## src/rtl/grf_arb_pkg.sv

```systemverilog
// Shared defaults and entry type for the GRF write arbiter.
package grf_arb_pkg;

    localparam int unsigned AW_DEF = 5;
    localparam int unsigned DW_DEF = 32;

    typedef struct packed {
        logic [AW_DEF-1:0] addr;
        logic [DW_DEF-1:0] data;
    } grf_entry_t;

endpackage

```

## src/rtl/grf_write_arbiter_if.sv

```systemverilog
// Writeback / secondary-result / decode-query / GRF-write bundle for the arbiter.
interface grf_write_arbiter_if
    import grf_arb_pkg::*;
#(
    parameter int unsigned AW = AW_DEF,
    parameter int unsigned DW = DW_DEF
);
    logic          wb_valid;
    logic [AW-1:0] wb_addr;
    logic [DW-1:0] wb_data;
    logic          wb_stall;
    logic          sec_valid;
    logic          sec_ready;
    logic [AW-1:0] sec_addr;
    logic [DW-1:0] sec_data;
    logic [AW-1:0] q_addr1;
    logic [AW-1:0] q_addr2;
    logic [AW-1:0] q_addr3;
    logic          hazard;
    logic          grf_we;
    logic [AW-1:0] grf_waddr;
    logic [DW-1:0] grf_wdata;

    modport slave (
        input  wb_valid, wb_addr, wb_data, sec_valid, sec_addr, sec_data,
               q_addr1, q_addr2, q_addr3,
        output wb_stall, sec_ready, hazard, grf_we, grf_waddr, grf_wdata
    );

    modport master (
        output wb_valid, wb_addr, wb_data, sec_valid, sec_addr, sec_data,
               q_addr1, q_addr2, q_addr3,
        input  wb_stall, sec_ready, hazard, grf_we, grf_waddr, grf_wdata
    );
endinterface

```

## src/rtl/grf_arb_fifo.sv

```systemverilog
// DEPTH-entry circular buffer for deferred secondary GRF writes; exposes
// per-slot valid/address vectors so the top can check decode hazards.
module grf_arb_fifo #(
    parameter int unsigned DEPTH = 2,
    parameter int unsigned AW    = 5,
    parameter int unsigned DW    = 32,
    localparam int unsigned PW   = (DEPTH > 1) ? $clog2(DEPTH) : 1,
    localparam int unsigned CW   = $clog2(DEPTH) + 1
) (
    input  logic                clk,
    input  logic                reset,
    input  logic                push_i,
    input  logic [AW-1:0]       push_addr_i,
    input  logic [DW-1:0]       push_data_i,
    input  logic                pop_i,
    output logic [AW-1:0]       head_addr_o,
    output logic [DW-1:0]       head_data_o,
    output logic [CW-1:0]       count_o,
    output logic [DEPTH-1:0]    ent_valid_o,
    output logic [DEPTH*AW-1:0] ent_addr_o
);
    typedef struct packed {
        logic [AW-1:0] addr;
        logic [DW-1:0] data;
    } entry_t;

    entry_t             mem_q [DEPTH];
    logic [PW-1:0]      wr_ptr_q, rd_ptr_q;
    logic [CW-1:0]      count_q;
    logic [DEPTH-1:0]   valid_q, valid_d;

    always_comb begin
        valid_d = valid_q;
        if (pop_i)  valid_d[rd_ptr_q] = 1'b0;
        if (push_i) valid_d[wr_ptr_q] = 1'b1;
    end

    always_ff @(posedge clk) begin
        if (reset) begin
            wr_ptr_q <= '0;
            rd_ptr_q <= '0;
            count_q  <= '0;
            valid_q  <= '0;
        end else begin
            valid_q <= valid_d;
            if (push_i) begin
                mem_q[wr_ptr_q] <= '{addr: push_addr_i, data: push_data_i};
                wr_ptr_q        <= wr_ptr_q + PW'(1);
            end
            if (pop_i) rd_ptr_q <= rd_ptr_q + PW'(1);
            case ({push_i, pop_i})
                2'b10:   count_q <= count_q + CW'(1);
                2'b01:   count_q <= count_q - CW'(1);
                default: count_q <= count_q;
            endcase
        end
    end

    always_comb begin
        ent_addr_o = '0;
        for (int unsigned i = 0; i < DEPTH; i++) begin
            ent_addr_o[i*AW +: AW] = mem_q[i].addr;
        end
    end

    assign head_addr_o = mem_q[rd_ptr_q].addr;
    assign head_data_o = mem_q[rd_ptr_q].data;
    assign count_o     = count_q;
    assign ent_valid_o = valid_q;
endmodule

```

## src/rtl/grf_write_arbiter.sv

```systemverilog
// Shares the GRF write port between writeback (primary) and a buffered secondary
// producer. Optional starvation guard: define GRF_ARB_STARVE_GUARD_EN.
module grf_write_arbiter
    import grf_arb_pkg::*;
#(
    parameter int unsigned DEPTH    = 2,
    parameter int unsigned MAX_WAIT = 4,
    parameter int unsigned AW       = AW_DEF,
    parameter int unsigned DW       = DW_DEF
) (
    input  logic               clk,
    input  logic               reset,
    grf_write_arbiter_if.slave bus
);
    localparam int unsigned CW = $clog2(DEPTH) + 1;

    if (DEPTH < 2 || (DEPTH & (DEPTH - 1)) != 0 || MAX_WAIT < 1) begin : g_bad_cfg
        $error("grf_write_arbiter: DEPTH must be a power of 2 >= 2 and MAX_WAIT >= 1");
    end

    logic [AW-1:0]       head_addr;
    logic [DW-1:0]       head_data;
    logic [CW-1:0]       count;
    logic [DEPTH-1:0]    ent_valid;
    logic [DEPTH*AW-1:0] ent_addr;
    logic                push, pop, fifo_ne, wb_req, sec_ready_w, force_head;

    assign fifo_ne     = (count != '0);
    assign wb_req      = bus.wb_valid && (bus.wb_addr != '0);
    assign sec_ready_w = !reset && (count < CW'(DEPTH));
    // Address-0 results complete the handshake but are dropped: $0 is never written.
    assign push        = bus.sec_valid && sec_ready_w && (bus.sec_addr != '0);

    grf_arb_fifo #(.DEPTH(DEPTH), .AW(AW), .DW(DW)) u_fifo (
        .clk         (clk),
        .reset       (reset),
        .push_i      (push),
        .push_addr_i (bus.sec_addr),
        .push_data_i (bus.sec_data),
        .pop_i       (pop),
        .head_addr_o (head_addr),
        .head_data_o (head_data),
        .count_o     (count),
        .ent_valid_o (ent_valid),
        .ent_addr_o  (ent_addr)
    );

`ifdef GRF_ARB_STARVE_GUARD_EN
    localparam int unsigned WW = $clog2(MAX_WAIT + 1);
    logic [WW-1:0] wait_q;

    assign force_head = fifo_ne && (wait_q == WW'(MAX_WAIT));

    // Non-empty without a pop means the primary held the port this cycle.
    always_ff @(posedge clk) begin
        if (reset || !fifo_ne || pop) wait_q <= '0;
        else                          wait_q <= wait_q + WW'(1);
    end
`else
    assign force_head = 1'b0;
`endif

    assign bus.wb_stall  = !reset && force_head;
    assign bus.sec_ready = sec_ready_w;

    always_comb begin
        bus.grf_we    = 1'b0;
        bus.grf_waddr = '0;
        bus.grf_wdata = '0;
        pop           = 1'b0;
        if (!reset) begin
            if (wb_req && !force_head) begin
                bus.grf_we    = 1'b1;
                bus.grf_waddr = bus.wb_addr;
                bus.grf_wdata = bus.wb_data;
            end else if (fifo_ne) begin
                bus.grf_we    = 1'b1;
                bus.grf_waddr = head_addr;
                bus.grf_wdata = head_data;
                pop           = 1'b1;
            end
        end
    end

    logic [AW-1:0] qa [3];
    assign qa[0] = bus.q_addr1;
    assign qa[1] = bus.q_addr2;
    assign qa[2] = bus.q_addr3;

    always_comb begin
        bus.hazard = 1'b0;
        if (!reset) begin
            for (int unsigned k = 0; k < 3; k++) begin
                if (qa[k] != '0) begin
                    if (bus.sec_valid && bus.sec_addr == qa[k]) bus.hazard = 1'b1;
                    for (int unsigned i = 0; i < DEPTH; i++) begin
                        if (ent_valid[i] && ent_addr[i*AW +: AW] == qa[k]) bus.hazard = 1'b1;
                    end
                end
            end
        end
    end
endmodule
```

## src/flat_wrapper.sv

```systemverilog
// flat-port wrapper written by rule: the top's interface ports become plain ports
module grf_write_arbiter_flat import grf_arb_pkg::*;
#(
    parameter int unsigned DEPTH    = 2,
    parameter int unsigned MAX_WAIT = 4,
    parameter int unsigned AW       = AW_DEF,
    parameter int unsigned DW       = DW_DEF
)
  (clk, reset, bus_wb_valid, bus_wb_addr, bus_wb_data, bus_sec_valid, bus_sec_addr, bus_sec_data, bus_q_addr1, bus_q_addr2, bus_q_addr3, bus_wb_stall, bus_sec_ready, bus_hazard, bus_grf_we, bus_grf_waddr, bus_grf_wdata);
  grf_write_arbiter_if #(.AW(AW), .DW(DW)) bus_i ();
  input  logic clk;
  input  logic reset;
  input wire logic [$bits(bus_i.wb_valid)-1:0] bus_wb_valid;
  input wire logic [$bits(bus_i.wb_addr)-1:0] bus_wb_addr;
  input wire logic [$bits(bus_i.wb_data)-1:0] bus_wb_data;
  input wire logic [$bits(bus_i.sec_valid)-1:0] bus_sec_valid;
  input wire logic [$bits(bus_i.sec_addr)-1:0] bus_sec_addr;
  input wire logic [$bits(bus_i.sec_data)-1:0] bus_sec_data;
  input wire logic [$bits(bus_i.q_addr1)-1:0] bus_q_addr1;
  input wire logic [$bits(bus_i.q_addr2)-1:0] bus_q_addr2;
  input wire logic [$bits(bus_i.q_addr3)-1:0] bus_q_addr3;
  output wire logic [$bits(bus_i.wb_stall)-1:0] bus_wb_stall;
  output wire logic [$bits(bus_i.sec_ready)-1:0] bus_sec_ready;
  output wire logic [$bits(bus_i.hazard)-1:0] bus_hazard;
  output wire logic [$bits(bus_i.grf_we)-1:0] bus_grf_we;
  output wire logic [$bits(bus_i.grf_waddr)-1:0] bus_grf_waddr;
  output wire logic [$bits(bus_i.grf_wdata)-1:0] bus_grf_wdata;
  assign bus_i.wb_valid = bus_wb_valid;
  assign bus_i.wb_addr = bus_wb_addr;
  assign bus_i.wb_data = bus_wb_data;
  assign bus_i.sec_valid = bus_sec_valid;
  assign bus_i.sec_addr = bus_sec_addr;
  assign bus_i.sec_data = bus_sec_data;
  assign bus_i.q_addr1 = bus_q_addr1;
  assign bus_i.q_addr2 = bus_q_addr2;
  assign bus_i.q_addr3 = bus_q_addr3;
  assign bus_wb_stall = bus_i.wb_stall;
  assign bus_sec_ready = bus_i.sec_ready;
  assign bus_hazard = bus_i.hazard;
  assign bus_grf_we = bus_i.grf_we;
  assign bus_grf_waddr = bus_i.grf_waddr;
  assign bus_grf_wdata = bus_i.grf_wdata;
  grf_write_arbiter #(.DEPTH(DEPTH), .MAX_WAIT(MAX_WAIT), .AW(AW), .DW(DW)) u_core (.clk(clk), .reset(reset), .bus(bus_i));
endmodule
```

## config.mk

```make
export PLATFORM = sky130hd
export DESIGN_NAME = grf_write_arbiter_flat
export DESIGN_NICKNAME = d
export VERILOG_FILES = /design/src/rtl/grf_arb_pkg.sv /design/src/rtl/grf_write_arbiter_if.sv /design/src/rtl/grf_arb_fifo.sv /design/src/rtl/grf_write_arbiter.sv /design/src/flat_wrapper.sv
export SDC_FILE = /design/constraint.sdc
export NUM_CORES = 1
export LEC_CHECK = 0
export BUFFER_PORTS_ARGS = -buffer_cell sky130_fd_sc_hd__buf_2
export CORE_ASPECT_RATIO = 1.25
export CORE_MARGIN = 10
export CORE_UTILIZATION = 46
export DETAILED_ROUTE_END_ITERATION = 12
export GPL_TIMING_DRIVEN = 0
export PLACE_DENSITY_LB_ADDON = 0.08
export SLEW_MARGIN = 20
export SYNTH_ARGS = -nofsm -noshare
export SYNTH_HDL_FRONTEND = slang
export SYNTH_SLANG_ARGS = --single-unit
```

## constraint.sdc

```tcl
create_clock -name clk -period 3.85 [get_ports clk]
set_input_delay 0.9625 -clock clk [delete_from_list [all_inputs] [get_ports clk]]
set_output_delay 0.9625 -clock clk [all_outputs]
set_load 0.05 [all_outputs]
```

[Word-level counts from Yosys, hierarchy flattened]
Memory sizes are Yosys's and may differ from the RTL's. A register that Yosys moved wholly into a read port is not among the register bits.
Index checks and enable logic that the tools add are counted.
Cells by class
  $add $sub $neg: 4
  bitwise operators: 3
  magnitude comparators: 5
  reductions and logical operators: 23
  mux-type cells: 36
  equality and inequality tests: 11
Operators by type and width (number)
  32-bit 2-to-1 mux: 3
  5-bit equality test: 9
  1-bit 2-to-1 mux: 25
  5-bit nonzero test: 5
  1-bit logical AND: 15
  5-bit 2-to-1 mux: 3
  1-bit by 2-bit < comparator with 1-bit output (second input constant): 2
  2-bit 2-to-1 mux: 2
  2-bit one-hot mux with 2 select lines: 1
  2-bit nonzero test: 2
  1-bit adder (second input constant): 2
  2-bit by 1-bit adder with 2-bit output (second input constant): 1
  2-bit bitwise AND: 1
  1-bit demux with 1-bit select: 2
  2-bit by 1-bit equality test with 1-bit output (second input constant): 1
  2-bit equality test (second input constant): 1
  1-bit greater-or-equal comparator (second input constant): 2
  2-bit < comparator (second input constant): 1
  2-bit inverter: 1
  2-bit bitwise OR: 1
  2-bit by 1-bit subtractor with 2-bit output (second input constant): 1
  1-bit logical NOT: 1
Storage, ports and cells
  RAM bits: 74
  logic and storage cells: 87
  register bits: 6
  memories: 1
  output and inout port bits: 41
Memories
  u_core.u_fifo.mem_q: depth 2, bits a word 37, rd ports 3, clocked after memory_dff 1, wr ports 1, line grf_arb_fifo.sv:27  | entry_t mem_q [DEPTH];

[Longest topological paths before layout]
  depth after elaboration: 15
  mapped depth: 9

[Modules after synthesis]
A second synthesis with hierarchy kept.
Second synthesis, totals
  cell total of the unflattened synthesis: 289
  area, all modules: 4037.6 um^2
Modules (own cells, without submodules)
  grf_arb_fifo: area each 3022.9 um^2, sequential area each 2362.3 um^2, instances 1, cells each 155
  grf_write_arbiter: area each 1014.7 um^2, sequential area each 0.0 um^2, instances 1, cells each 134

[Least setup slack after synthesis]
OpenSTA, ideal clock, no wires.
  kind: input-to-reg
  start point: in reset
  end point: mem u_core.u_fifo.mem_q[1][0] in the netlist's numbering (enable)
  library setup time: 0.433 ns
  buffers on the path: 0
  data arrival time: 3.594 ns
  setup slack: -0.177 ns
  cell stages on the path: 3
  required time: 3.417 ns
  cell sequence: nor2_1 o211ai_1 nor2_1
Between the ends
  cells in the longest elaborated chain, start to end: 7
RTL lines
  start: declaration: line flat_wrapper.sv:12  | input logic reset;
  1-bit logical NOT: line grf_write_arbiter.sv:30  | assign sec_ready_w = !reset && (count < CW'(DEPTH));
  1-bit logical AND: line grf_write_arbiter.sv:30
  1-bit logical AND (2 in a row): line grf_write_arbiter.sv:32  | assign push = bus.sec_valid && sec_ready_w && (bus.sec_addr != '0);
  1-bit 2-to-1 mux: line grf_arb_fifo.sv:46  | if (push_i) begin
  1-bit 2-to-1 mux *: line grf_arb_fifo.sv:39  | if (reset) begin
  1-bit 2-to-1 mux (implied by the code) *: line grf_arb_fifo.sv:47  | mem_q[wr_ptr_q] <= '{addr: push_addr_i, data: push_data_i};
  end: declaration: line grf_arb_fifo.sv:27
Mark *: on every way between the ends. The rest lies on a longest branch, timed or not.

[Worst setup path after layout]
  start point: in bus_wb_addr[0]
  end point: out bus_grf_waddr[2]
Between the ends
  cells in the longest elaborated chain, start to end: 4
RTL lines
  start: declaration: line flat_wrapper.sv:14  | input wire logic [$bits(bus_i.wb_addr)-1:0] bus_wb_addr;
  5-bit nonzero test: line grf_write_arbiter.sv:29  | assign wb_req = bus.wb_valid && (bus.wb_addr != '0);
  1-bit logical AND: line grf_write_arbiter.sv:29
  5-bit 2-to-1 mux: line grf_write_arbiter.sv:72  | if (wb_req && !force_head) begin
  5-bit 2-to-1 mux: line grf_write_arbiter.sv:71  | if (!reset) begin
  end: declaration: line flat_wrapper.sv:26  | output wire logic [$bits(bus_i.grf_waddr)-1:0] bus_grf_waddr;
No other way between the ends.

==> impl_results.md <==
* Status: complete, no violations
* Die Span Y at 123 µm
* Skew final at 0.00776 ns
* Post-synth EDFFs at 74
* Setup crit end kind: output pin
* Unrepaired setup endpoints after global routing: false
* CTS buffer count at 9
* Avg Cell Area, Syn at 12.5 µm²
* Inserted Diodes at 0
* Synthesis Warnings at 0
* Most frequent cell after synthesis: edfxtp_1
* FF-to-FF Start: u_core.u_fifo.count_o[0]$_SDFFE_PP0P_
* NetSw at 0.582 mW
* Routability cong. at 0.857
* Pwr per Cell Area at 411 nW/µm²
* Post-DP HPWL at 7950 µm
* DR DRC count at 0
* Mapped Nets at 406
* Crit path largest cell delay at 0.53 ns
* Final min period at 3.73 ns
* Sequential-to-total area share from yosys stat at 60.8%
* Power Internal at 1.43 mW
* Max Freq at 268 MHz
* CP required at 2.89 ns
* CP startpoint: bus_wb_addr[0]
* Total gr overflow at 0
* Finished Core Util at 59.5%
* Slew Limit Fails at 0
* Tcrit/Tclk final at 97.0%
* First-pass GRT wire length at 15900 µm
* Port Buffers at 132
* Post-synth top area share at 57.2%
* Area contributors post-synth: edfxtp_1 57%, mux2i_1 9.5%, xor2_1 7.7%, o21ai_0 3.9%, nand2_1 3.8%
* Clock tree buffer depth at 2
* Max Cap Viol at 0
* CP max-delay cell: or4_4
* Starting density of the core at 47.1%
* Pre-antenna DRT Iters at 4
* Num ports at 134
* Share of layout cells above drive strength 1 at 34.8%
* Commonest cells in the netlist: 74 x edfxtp_1, 39 x nand2_1, 37 x mux2i_1
* CP Cell Sequence: buf_2, or4_4, o21ai_2, nand2_2, buf_6, buf_6, o22ai_2, buf_2
* Initial DRC Count at 154
* #FFs+latches synth at 81
* Top FF cell, synth: edfxtp_1
* Synth Cell Area at 3880 µm²
* Wirelength per Cell at 18.5 µm
* Vias in the first global route at 3107
* Cell taking the most area after synthesis: edfxtp_1
* Hold Vio Cnt, Final at 0
* Chip width at 102 µm
* Unique masters post-synth at 31
* Clock sink count at 81
* Routed Antenna Nets at 0
* Least-Margin Pin Slew at 0.765 ns
* Site Rows at 37
* Core area at 8240 µm²
* Comb pwr share at 20.2%
* Synth Instances at 312
* GRT Total Usage at 16.6%
* Die area at 12500 µm²
* R2R setup slack at 2.00 ns
* DR vias at 2895
* Cts hold-fix bufs at 0
* H-tree depth at 3
* TritonCTS clock tree: built
* Type of the worst setup path: in -> out
* Worst-path fanout max at 10
* Async S/R FF share, synth at 0%
* Peak VDD IR at 0.274 mV
* CTS resizes at 0
* Worst skew pair latency at 0.35 ns
* R2r endpoint: u_core.u_fifo.count_o[1]$_SDFFE_PP0P_
* Layout area overhead at 26.2%
* WL final at 10300 µm
* Setup Buffers After CTS at 0
* # setup viols final at 0
* Clock root cell: clkbuf_8
* CP startpoint kind: input pin
* Sw Ratio at 28.9%
* # nets final at 551
* Leak at 1.91 nW
* Share of power burned in registers at 50.7%
* Antenna violations before repair at 0
* Crit path DAT at 2.77 ns
* HP Class: reg -> reg
* Worst Hold Slack at 0.466 ns
* Clock group share of total power at 29.1%
* Drt via density at 5.18
* Reg clk slew, reported paths at 0.08 ns
* Worst slew margin at 49.0%
* Largest net degree at the start of global routing at 31
* Worst-case reg-to-reg path depth at 8
* CP endpoint: bus_grf_waddr[2]
-- power by group through the flow --
stage,clock (mW),sequential (mW),combinational (mW)
floorplan,0,1.04,0.265
global placement,0,1.04,0.397
detailed placement,0,1.04,0.409
CTS,0.599,1.02,0.410
global route,0.632,1.02,0.437
finish,0.586,1.02,0.406
-- stage by stage --
stage          setup TNS [ns]  worst slack (ns)  instances  power, mW  cell area [µm²]
2_1_floorplan           -2.44            -0.122        312       1.30             3890
3_3_place_gp                0             0.101        541       1.44             4670
3_5_place_dp                0            0.0871        543       1.45             4710
4_1_cts                     0            0.0826        559       2.03             4900
5_1_grt                     0            0.0407        559       2.09             4900
6_report                    0             0.117        559       2.01             4900
-- logic make-up (layout without fill, tap and decap cells) --
family                     count (synthesis)  in the layout  synth area share, %
DFF                                       81             81                 60.8
muxes                                     37             37                 9.53
other                                      1              1               0.0965
and+or+nand+nor                           76             76                 8.99
AOI/OAI and AO/OA                         52             52                 7.25
xor gates and xnor gates                  48             48                 10.8
buffers and inverters                     16            166                 2.19
adders and majority gates                  1              1                0.322
-- worst min path at each step --
| stage | cells past startpoint | start | slack (ns) | end |
|---|---|---|---|---|
| finish | 2 | u_core.u_fifo.wr_ptr_q$_SDFFE_PP0P_ | 0.47 | u_core.u_fifo.wr_ptr_q$_SDFFE_PP0P_ |
| global route | 2 | u_core.u_fifo.wr_ptr_q$_SDFFE_PP0P_ | 0.50 | u_core.u_fifo.wr_ptr_q$_SDFFE_PP0P_ |
| CTS | 2 | u_core.u_fifo.wr_ptr_q$_SDFFE_PP0P_ | 0.47 | u_core.u_fifo.wr_ptr_q$_SDFFE_PP0P_ |
| detailed placement | 2 | u_core.u_fifo.wr_ptr_q$_SDFFE_PP0P_ | 0.46 | u_core.u_fifo.wr_ptr_q$_SDFFE_PP0P_ |
| global placement | 2 | u_core.u_fifo.wr_ptr_q$_SDFFE_PP0P_ | 0.44 | u_core.u_fifo.wr_ptr_q$_SDFFE_PP0P_ |
| floorplan | 2 | u_core.u_fifo.wr_ptr_q$_SDFFE_PP0P_ | 0.44 | u_core.u_fifo.wr_ptr_q$_SDFFE_PP0P_ |
-- sequential cells by signal, summed over array words and instances, names as in the netlist, named ones only --
| register | cells |
|---|---|
| u_core.u_fifo.mem_q | 74 |
| u_core.u_fifo.wr_ptr_q | 1 |
| u_core.u_fifo.count_o | 2 |
| u_core.u_fifo.rd_ptr_q | 1 |
| u_core.u_fifo.ent_valid_o | 2 |
-- cells in the final DEF, fill, tap and decap left out, types with 9 or more instances in the layout --
cell type and count:
xor2_1 34, nand2_1 39, nand3_1 9, buf_2 136
mux2i_1 37, xnor2_1 14, o21ai_0 23, nor4_1 9
nor2_1 10, clkbuf_8 9, o21ai_1 16, edfxtp_1 74
-- cell type report --
class,count,area (µm²)
Fill cell,712,3340
Sequential cell,81,2360
Multi-Input combinational cell,215,1450
Timing Repair Buffer,134,701
Clock buffer,10,128
Tap cell,97,121
Buffer,13,72.6
Clock inverter,6,58.8
Inverter,3,12.5
-- routing by layer --
layer	vias up	GRT usage [%]	wire [µm]	part of all wire [%]
met1	1363	18.3	4020	39
met5	-	0	0	0
met4	0	6.18	108	1.0
li1	1432	-	-	-
met2	91	29.3	5410	52
met3	9	5.34	792	7.7
-- worst max-delay path, delay by kind of cell --
family | cells | cell delay [ns]
compound gates | 2 | 0.43
buf+inv | 4 | 0.73
simple gates | 2 | 0.65
(Power assumes the default switching activity.)
